File: src/rtl/s3g_tx_arbiter.sv
// s3g_tx_arbiter
//
// Shares the single s3g_tx packet transmitter between two reply sources.
// Port A carries command-executor replies and port B carries asynchronous
// event/status reports. Each port owns a one-packet holding slot. Held
// packets are issued to s3g_tx one at a time, with round-robin fairness
// when both slots are occupied. Each issue is paced against tx_busy.
//
// Parameters:
//   DROP_CNT_W        width of the per-port saturating drop counters
//
// Ports (X = a or b):
//   clk               rising-edge clock for all state
//   rst               asynchronous, active-high reset
//   X_packet_wr       one-cycle strobe that captures X_payload_len and X_buf0..15
//   X_payload_len     payload length, passed through unmodified
//   X_buf0..X_buf15   payload bytes
//   X_full            slot X holds a packet that has not been issued yet
//   X_drop_cnt        writes lost to a full slot; saturates at all-ones
//   tx_busy           s3g_tx is busy transmitting
//   tx_packet_wr      one-cycle issue strobe to s3g_tx
//   tx_payload_len    issued payload length, held between issues
//   tx_buf0..tx_buf15 issued payload bytes, held between issues
//   tx_src            source of the last issued packet (0 = A, 1 = B)

module s3g_tx_arbiter #(
  parameter int DROP_CNT_W = 8
) (
  input  logic                  clk,
  input  logic                  rst,
  input  logic                  a_packet_wr,
  input  logic [7:0]            a_payload_len,
  input  logic [7:0]            a_buf0, a_buf1, a_buf2, a_buf3,
  input  logic [7:0]            a_buf4, a_buf5, a_buf6, a_buf7,
  input  logic [7:0]            a_buf8, a_buf9, a_buf10, a_buf11,
  input  logic [7:0]            a_buf12, a_buf13, a_buf14, a_buf15,
  output logic                  a_full,
  output logic [DROP_CNT_W-1:0] a_drop_cnt,
  input  logic                  b_packet_wr,
  input  logic [7:0]            b_payload_len,
  input  logic [7:0]            b_buf0, b_buf1, b_buf2, b_buf3,
  input  logic [7:0]            b_buf4, b_buf5, b_buf6, b_buf7,
  input  logic [7:0]            b_buf8, b_buf9, b_buf10, b_buf11,
  input  logic [7:0]            b_buf12, b_buf13, b_buf14, b_buf15,
  output logic                  b_full,
  output logic [DROP_CNT_W-1:0] b_drop_cnt,
  input  logic                  tx_busy,
  output logic                  tx_packet_wr,
  output logic [7:0]            tx_payload_len,
  output logic [7:0]            tx_buf0, tx_buf1, tx_buf2, tx_buf3,
  output logic [7:0]            tx_buf4, tx_buf5, tx_buf6, tx_buf7,
  output logic [7:0]            tx_buf8, tx_buf9, tx_buf10, tx_buf11,
  output logic [7:0]            tx_buf12, tx_buf13, tx_buf14, tx_buf15,
  output logic                  tx_src
);

  typedef enum logic [1:0] {
    IDLE,
    SETTLE,
    BUSY
  } state_t;

  localparam logic [DROP_CNT_W-1:0] DROP_MAX = {DROP_CNT_W{1'b1}};

  state_t          state;
  state_t          state_nxt;
  logic            last_grant;
  logic            grant;
  logic            grant_a;
  logic            grant_b;

  logic [15:0][7:0] a_in;
  logic [15:0][7:0] b_in;
  logic [15:0][7:0] a_slot;
  logic [15:0][7:0] b_slot;
  logic [15:0][7:0] tx_bytes;
  logic [7:0]       a_len;
  logic [7:0]       b_len;

  // Byte 0 lands in the lowest lane so slot[i] lines up with buf<i>.
  assign a_in = {a_buf15, a_buf14, a_buf13, a_buf12, a_buf11, a_buf10, a_buf9, a_buf8,
                 a_buf7,  a_buf6,  a_buf5,  a_buf4,  a_buf3,  a_buf2,  a_buf1, a_buf0};
  assign b_in = {b_buf15, b_buf14, b_buf13, b_buf12, b_buf11, b_buf10, b_buf9, b_buf8,
                 b_buf7,  b_buf6,  b_buf5,  b_buf4,  b_buf3,  b_buf2,  b_buf1, b_buf0};
  assign {tx_buf15, tx_buf14, tx_buf13, tx_buf12, tx_buf11, tx_buf10, tx_buf9, tx_buf8,
          tx_buf7,  tx_buf6,  tx_buf5,  tx_buf4,  tx_buf3,  tx_buf2,  tx_buf1, tx_buf0} = tx_bytes;

  always_ff @(posedge clk or posedge rst) begin
    if (rst) begin
      state <= IDLE;
    end else begin
      state <= state_nxt;
    end
  end

  // A grant happens only from IDLE with s3g_tx idle. When both slots are
  // full, the port that did not win last time is served.
  always_comb begin
    state_nxt = state;
    grant     = 1'b0;
    grant_b   = 1'b0;
    case (state)
      IDLE: begin
        if ((a_full || b_full) && !tx_busy) begin
          grant     = 1'b1;
          grant_b   = b_full && (!a_full || !last_grant);
          state_nxt = SETTLE;
        end
      end
      // s3g_tx raises tx_busy one cycle after the strobe, so skip that cycle.
      SETTLE:  state_nxt = BUSY;
      BUSY:    if (!tx_busy) state_nxt = IDLE;
      default: state_nxt = IDLE;
    endcase
  end

  assign grant_a = grant && !grant_b;

  // Slot A: a write is accepted when the slot is empty or is being drained
  // this very cycle. Otherwise it is dropped and counted.
  always_ff @(posedge clk or posedge rst) begin
    if (rst) begin
      a_full     <= 1'b0;
      a_len      <= '0;
      a_slot     <= '0;
      a_drop_cnt <= '0;
    end else if (a_packet_wr && (!a_full || grant_a)) begin
      a_full <= 1'b1;
      a_len  <= a_payload_len;
      a_slot <= a_in;
    end else begin
      if (grant_a) a_full <= 1'b0;
      if (a_packet_wr && a_drop_cnt != DROP_MAX) a_drop_cnt <= a_drop_cnt + 1'b1;
    end
  end

  // Slot B mirrors slot A.
  always_ff @(posedge clk or posedge rst) begin
    if (rst) begin
      b_full     <= 1'b0;
      b_len      <= '0;
      b_slot     <= '0;
      b_drop_cnt <= '0;
    end else if (b_packet_wr && (!b_full || grant_b)) begin
      b_full <= 1'b1;
      b_len  <= b_payload_len;
      b_slot <= b_in;
    end else begin
      if (grant_b) b_full <= 1'b0;
      if (b_packet_wr && b_drop_cnt != DROP_MAX) b_drop_cnt <= b_drop_cnt + 1'b1;
    end
  end

  // Issue register. Payload outputs keep the last issued packet between
  // grants. last_grant starts at B so that A wins the first contention.
  always_ff @(posedge clk or posedge rst) begin
    if (rst) begin
      tx_packet_wr   <= 1'b0;
      tx_payload_len <= '0;
      tx_bytes       <= '0;
      tx_src         <= 1'b0;
      last_grant     <= 1'b1;
    end else begin
      tx_packet_wr <= grant;
      if (grant) begin
        tx_payload_len <= grant_b ? b_len : a_len;
        tx_bytes       <= grant_b ? b_slot : a_slot;
        tx_src         <= grant_b;
        last_grant     <= grant_b;
      end
    end
  end

endmodule
File: config.mk
export PLATFORM = sky130hd
export DESIGN_NAME = s3g_tx_arbiter
export DESIGN_NICKNAME = d
export VERILOG_FILES = /design/src/rtl/s3g_tx_arbiter.sv
export SDC_FILE = /design/constraint.sdc
export NUM_CORES = 1
export LEC_CHECK = 0
export ABC_AREA = 1
export BUFFER_PORTS_ARGS = -buffer_cell sky130_fd_sc_hd__buf_4
export CORE_MARGIN = 2
export CORE_UTILIZATION = 60
export CTS_BUF_LIST = sky130_fd_sc_hd__clkbuf_2
export DETAILED_ROUTE_END_ITERATION = 7
export PLACE_DENSITY = 0.94
export SYNTH_ARGS = -nofsm -noshare
export SYNTH_HDL_FRONTEND = slang
export SYNTH_SLANG_ARGS = --single-unit
File: constraint.sdc
create_clock -name clk -period 34.7 [get_ports clk]
set_input_delay 8.675 -clock clk [delete_from_list [all_inputs] [get_ports clk]]
set_output_delay 8.675 -clock clk [all_outputs]
set_load 0.01 [all_outputs]
==> results.md <==
* Layout overhead on the synthesized area at 23.8%
* Critical-path cell with the highest stage delay: sky130_fd_sc_hd__buf_4
* Starting density of the core at 0.613
* Clk sink count at around 430
* Placed cells at 2771
* Worst Hold Slack at between 0.4 and 0.5 ns
* Count of H-tree levels built during CTS at 3
* Post-synthesis cell area at approximately 18000 µm²
* Chip Height at roughly 180 µm
* Post-route ant nets at 0
* Number of hold buffers added after cts at 0
* Critical path data arrival time at ~12 ns
* Number of synthesized register bits at approximately 430
* Cell types occupying the most area after synthesis: sky130_fd_sc_hd__dfrtp_1, sky130_fd_sc_hd__nand2_1, sky130_fd_sc_hd__nand3_1
* Number of setup violations in the final report at 0
* Total Routed Length at roughly 55000 µm
* Global Route Usage Sum at 0.358
* Width of the chip at 176 µm
* Area enclosed by the die boundary at about 31000 µm²
* Maximum buffer depth of the clock tree at 3
* Global routing's busiest layer: met2
* Total negative slack at 0 ns
* Critical path required time at roughly 35 ns
* Remaining max-slew budget at the tightest pin at 0.277
* RePlAce Congestion at around 0.89
* Type of the worst setup path: in -> reg
* Number of design-rule violations left by the first detailed-router iteration at roughly 1800
* Post-DR wirelength/cell at about 18 µm
* Cell area power density at roughly 84 nW/µm²
* Syn_nets at approximately 2300
* Critical path's most frequent cell: sky130_fd_sc_hd__buf_4
* Layout cell share with drive strength beyond 1 at 0.242
* Actual slew at the worst max-slew pin at ~1.1 ns
* Estimated wirelength of the detail-placed design at ~35000 µm
* Net count reported at finish at 2772
* Met3 usage in global routing at 0.0842
* Count of standard-cell rows at slightly above 60
* Area fraction of the dominant cell type after synthesis at 0.608
* Power Total at between 1.5 and 2 mW
* Maximum clock rate at slightly above 90 MHz
* Root Driver: sky130_fd_sc_hd__clkbuf_2
* RSZ-0062 raised after global routing: no
* Post-CTS repair timing setup buffer count at 0
* Area inside the core boundary at approximately 29000 µm²
* Final Hold Vio Count at 0
* Average vias per placed instance at between 5 and 6
* Slew Viols, Final at 0
* Post-Synthesis Cells at ~2100
* Status: finished, final reports clean
* Post-cts repair resize count at 0
* Input/output buffers at approximately 430
* Number of CTS-inserted buffers at around 100
* Number of antenna violations at the first check in global routing at 4
* # IOs at between 400 and 500
* Wire length of the first global-routing pass at a little under 90000 µm
* Worst Path Max Fanout at a little under 90
* Global-route track usage on met1 at 0.439
* Number of fill cells at between 1500 and 2000
* Static power due to leakage at about 12 nW
* Path category of the worst min-delay check: reg -> reg
* Vias after detailed routing at around 17000
* Worst-case vdd ir drop at 0.0000459 V
* Clock latency reported for the late side of the worst-skew pair at between 0.9 and 1 ns
* Critical Path End Type: register
* Non-filler instance count after layout at 2952
* Global-route track usage on met2 at 0.577
* Netlist cell types at 23
* Critical path, cell by cell: buf_4 -> inv_1 -> nand3_4 -> nor2_4 -> buf_4 -> buf_4 -> nor2_2 -> nand3_1 -> nand2_1
* Final Cycle Share at 0.316
* Number of warnings reported in the yosys synthesis log at 0
* CTS clk-pin slew, worst paths at roughly 0.12 ns
* Vias in the first global route at ~17000
* DRC at 0
* Congestion Overflow GR at 0
* Clock period minus worst slack at 10.95 ns
* Library cell with the largest summed area after synthesis: sky130_fd_sc_hd__dfrtp_1
* Length of the first detailed-routing pass in iterations at 5
* Biggest registers after layout: a_slot (128), b_slot (128)
* Max cap viols at 0
* CP Launch Type: primary input
* Worst stage delay on the critical path at between 0.8 and 0.9 ns
* CTS tree: built
* Skew final at ~0.084 ns
* Largest net degree at the start of global routing at about 130
* Average cell area after synthesis at around 8.5 µm²
* Sequential share of the synthesized area at 0.610
==> synthesized netlist by cell type <==
cell type	count
sky130_fd_sc_hd__nand3b_1	3
sky130_fd_sc_hd__inv_2	2
sky130_fd_sc_hd__xnor2_1	1
sky130_fd_sc_hd__nand4_1	3
sky130_fd_sc_hd__dfrtp_1	430
sky130_fd_sc_hd__nand3_1	421
sky130_fd_sc_hd__buf_2	78
sky130_fd_sc_hd__inv_1	17
sky130_fd_sc_hd__nor2_2	2
sky130_fd_sc_hd__a21oi_2	1
sky130_fd_sc_hd__buf_1	1
sky130_fd_sc_hd__o21ai_0	4
sky130_fd_sc_hd__ha_1	2
sky130_fd_sc_hd__nand2_1	1022
sky130_fd_sc_hd__buf_4	7
sky130_fd_sc_hd__nand2_2	3
sky130_fd_sc_hd__o21ai_2	1
sky130_fd_sc_hd__nor2_1	15
sky130_fd_sc_hd__dfstp_2	1
sky130_fd_sc_hd__clkbuf_1	48
sky130_fd_sc_hd__a21oi_1	1
sky130_fd_sc_hd__xor2_1	6
sky130_fd_sc_hd__o21a_1	1
==> cells by family (layout without fill, tap and decap cells) <==
| family | Yosys count | count (layout) | share of synthesized area |
|---|---|---|---|
| buf+inv | 153 | 649 | 0.0395 |
| compound gates | 8 | 8 | 0.00283 |
| flops | 431 | 431 | 0.610 |
| xor+xnor | 7 | 7 | 0.00347 |
| simple gates | 1469 | 1469 | 0.343 |
| fa+ha+maj | 2 | 2 | 0.00141 |
| other cells | 0 | 2 | 0 |
==> metal layers <==
layer / vias up / part of all wire
met4: 2 / 0.064
li1: 7490 / -
met3: 246 / 0.11
met2: 1166 / 0.48
met5: - / 0.00029
met1: 8047 / 0.35
==> worst max-delay path: cells and delay by family <==
kind | cells | cell delay [ns]
buffers and inverters | 4 | 1.62
and+or+nand+nor | 5 | 1.33
==> cells in the final DEF, fill, tap and decap left out, types with 2 or more instances in the layout <==
master                       Yosys  layout
sky130_fd_sc_hd__nand2_1      1022    1021
sky130_fd_sc_hd__buf_4           7     451
sky130_fd_sc_hd__dfrtp_1       430     430
sky130_fd_sc_hd__nand3_1       421     420
sky130_fd_sc_hd__clkbuf_2        0     150
sky130_fd_sc_hd__clkinv_1        0      25
sky130_fd_sc_hd__inv_1          17      16
sky130_fd_sc_hd__nor2_1         15      13
sky130_fd_sc_hd__xor2_1          6       6
sky130_fd_sc_hd__o21ai_0         4       4
sky130_fd_sc_hd__nand2_4         0       3
sky130_fd_sc_hd__nand4_1         3       3
sky130_fd_sc_hd__nand3b_1        3       3
sky130_fd_sc_hd__diode_2         0       2
sky130_fd_sc_hd__inv_2           2       2
sky130_fd_sc_hd__nor2_2          2       2
sky130_fd_sc_hd__nor2_4          0       2
sky130_fd_sc_hd__ha_1            2       2
sky130_fd_sc_hd__clkinvlp_4      0       2
==> per-stage QoR <==
step,util,worst slack (ns),cell area [µm²]
3_3_place_gp,0.727,22.92,21000
3_5_place_dp,0.727,22.88,21000
5_1_grt,0.759,23.63,21900
2_1_floorplan,-,14.02,17700
6_report,0.759,23.75,21900
4_1_cts,0.759,23.86,21900
==> where the power goes <==
group	total, mW	internal (mW)	switching, mW
clock network	0.323	0.122	0.200
logic	0.657	0.249	0.408
registers	0.869	0.725	0.144
==> cell type report <==
| cell class | instances | area [µm²] | share of cell area |
|---|---|---|---|
| tap | 384 | 480 | 0.0219 |
| sequential | 431 | 10800 | 0.493 |
| clock inverter | 29 | 148 | 0.00674 |
| inverter | 19 | 78.8 | 0.00360 |
| timing repair buffer | 451 | 3390 | 0.155 |
| clock buffer | 150 | 751 | 0.0343 |
| multi-input combinational | 1486 | 6260 | 0.286 |
| antenna | 2 | 5.00 | 0.000229 |
==> path summary, 6_finish.rpt <==
path | start | to | slack, ns | depth (start not counted)
setup / recovery | tx_busy | a_drop_cnt[0]$_DFFE_PP0P_ | 23.75 | 9
hold / removal | a_slot[29]$_DFFE_PP0P_ | tx_buf3[5]$_DFFE_PP0N_ | 0.46 | 2
setup reg to reg | b_full$_DFFE_PP0P_ | a_drop_cnt[0]$_DFFE_PP0P_ | 31.12 | 9
hold reg to reg | a_slot[29]$_DFFE_PP0P_ | tx_buf3[5]$_DFFE_PP0N_ | 0.46 | 2
max in group asynchronous | rst | a_slot[10]$_DFFE_PP0P_ | 24.24 | 4
min in group asynchronous | rst | a_slot[56]$_DFFE_PP0P_ | 7.93 | 2
(Power assumes the default switching activity.)
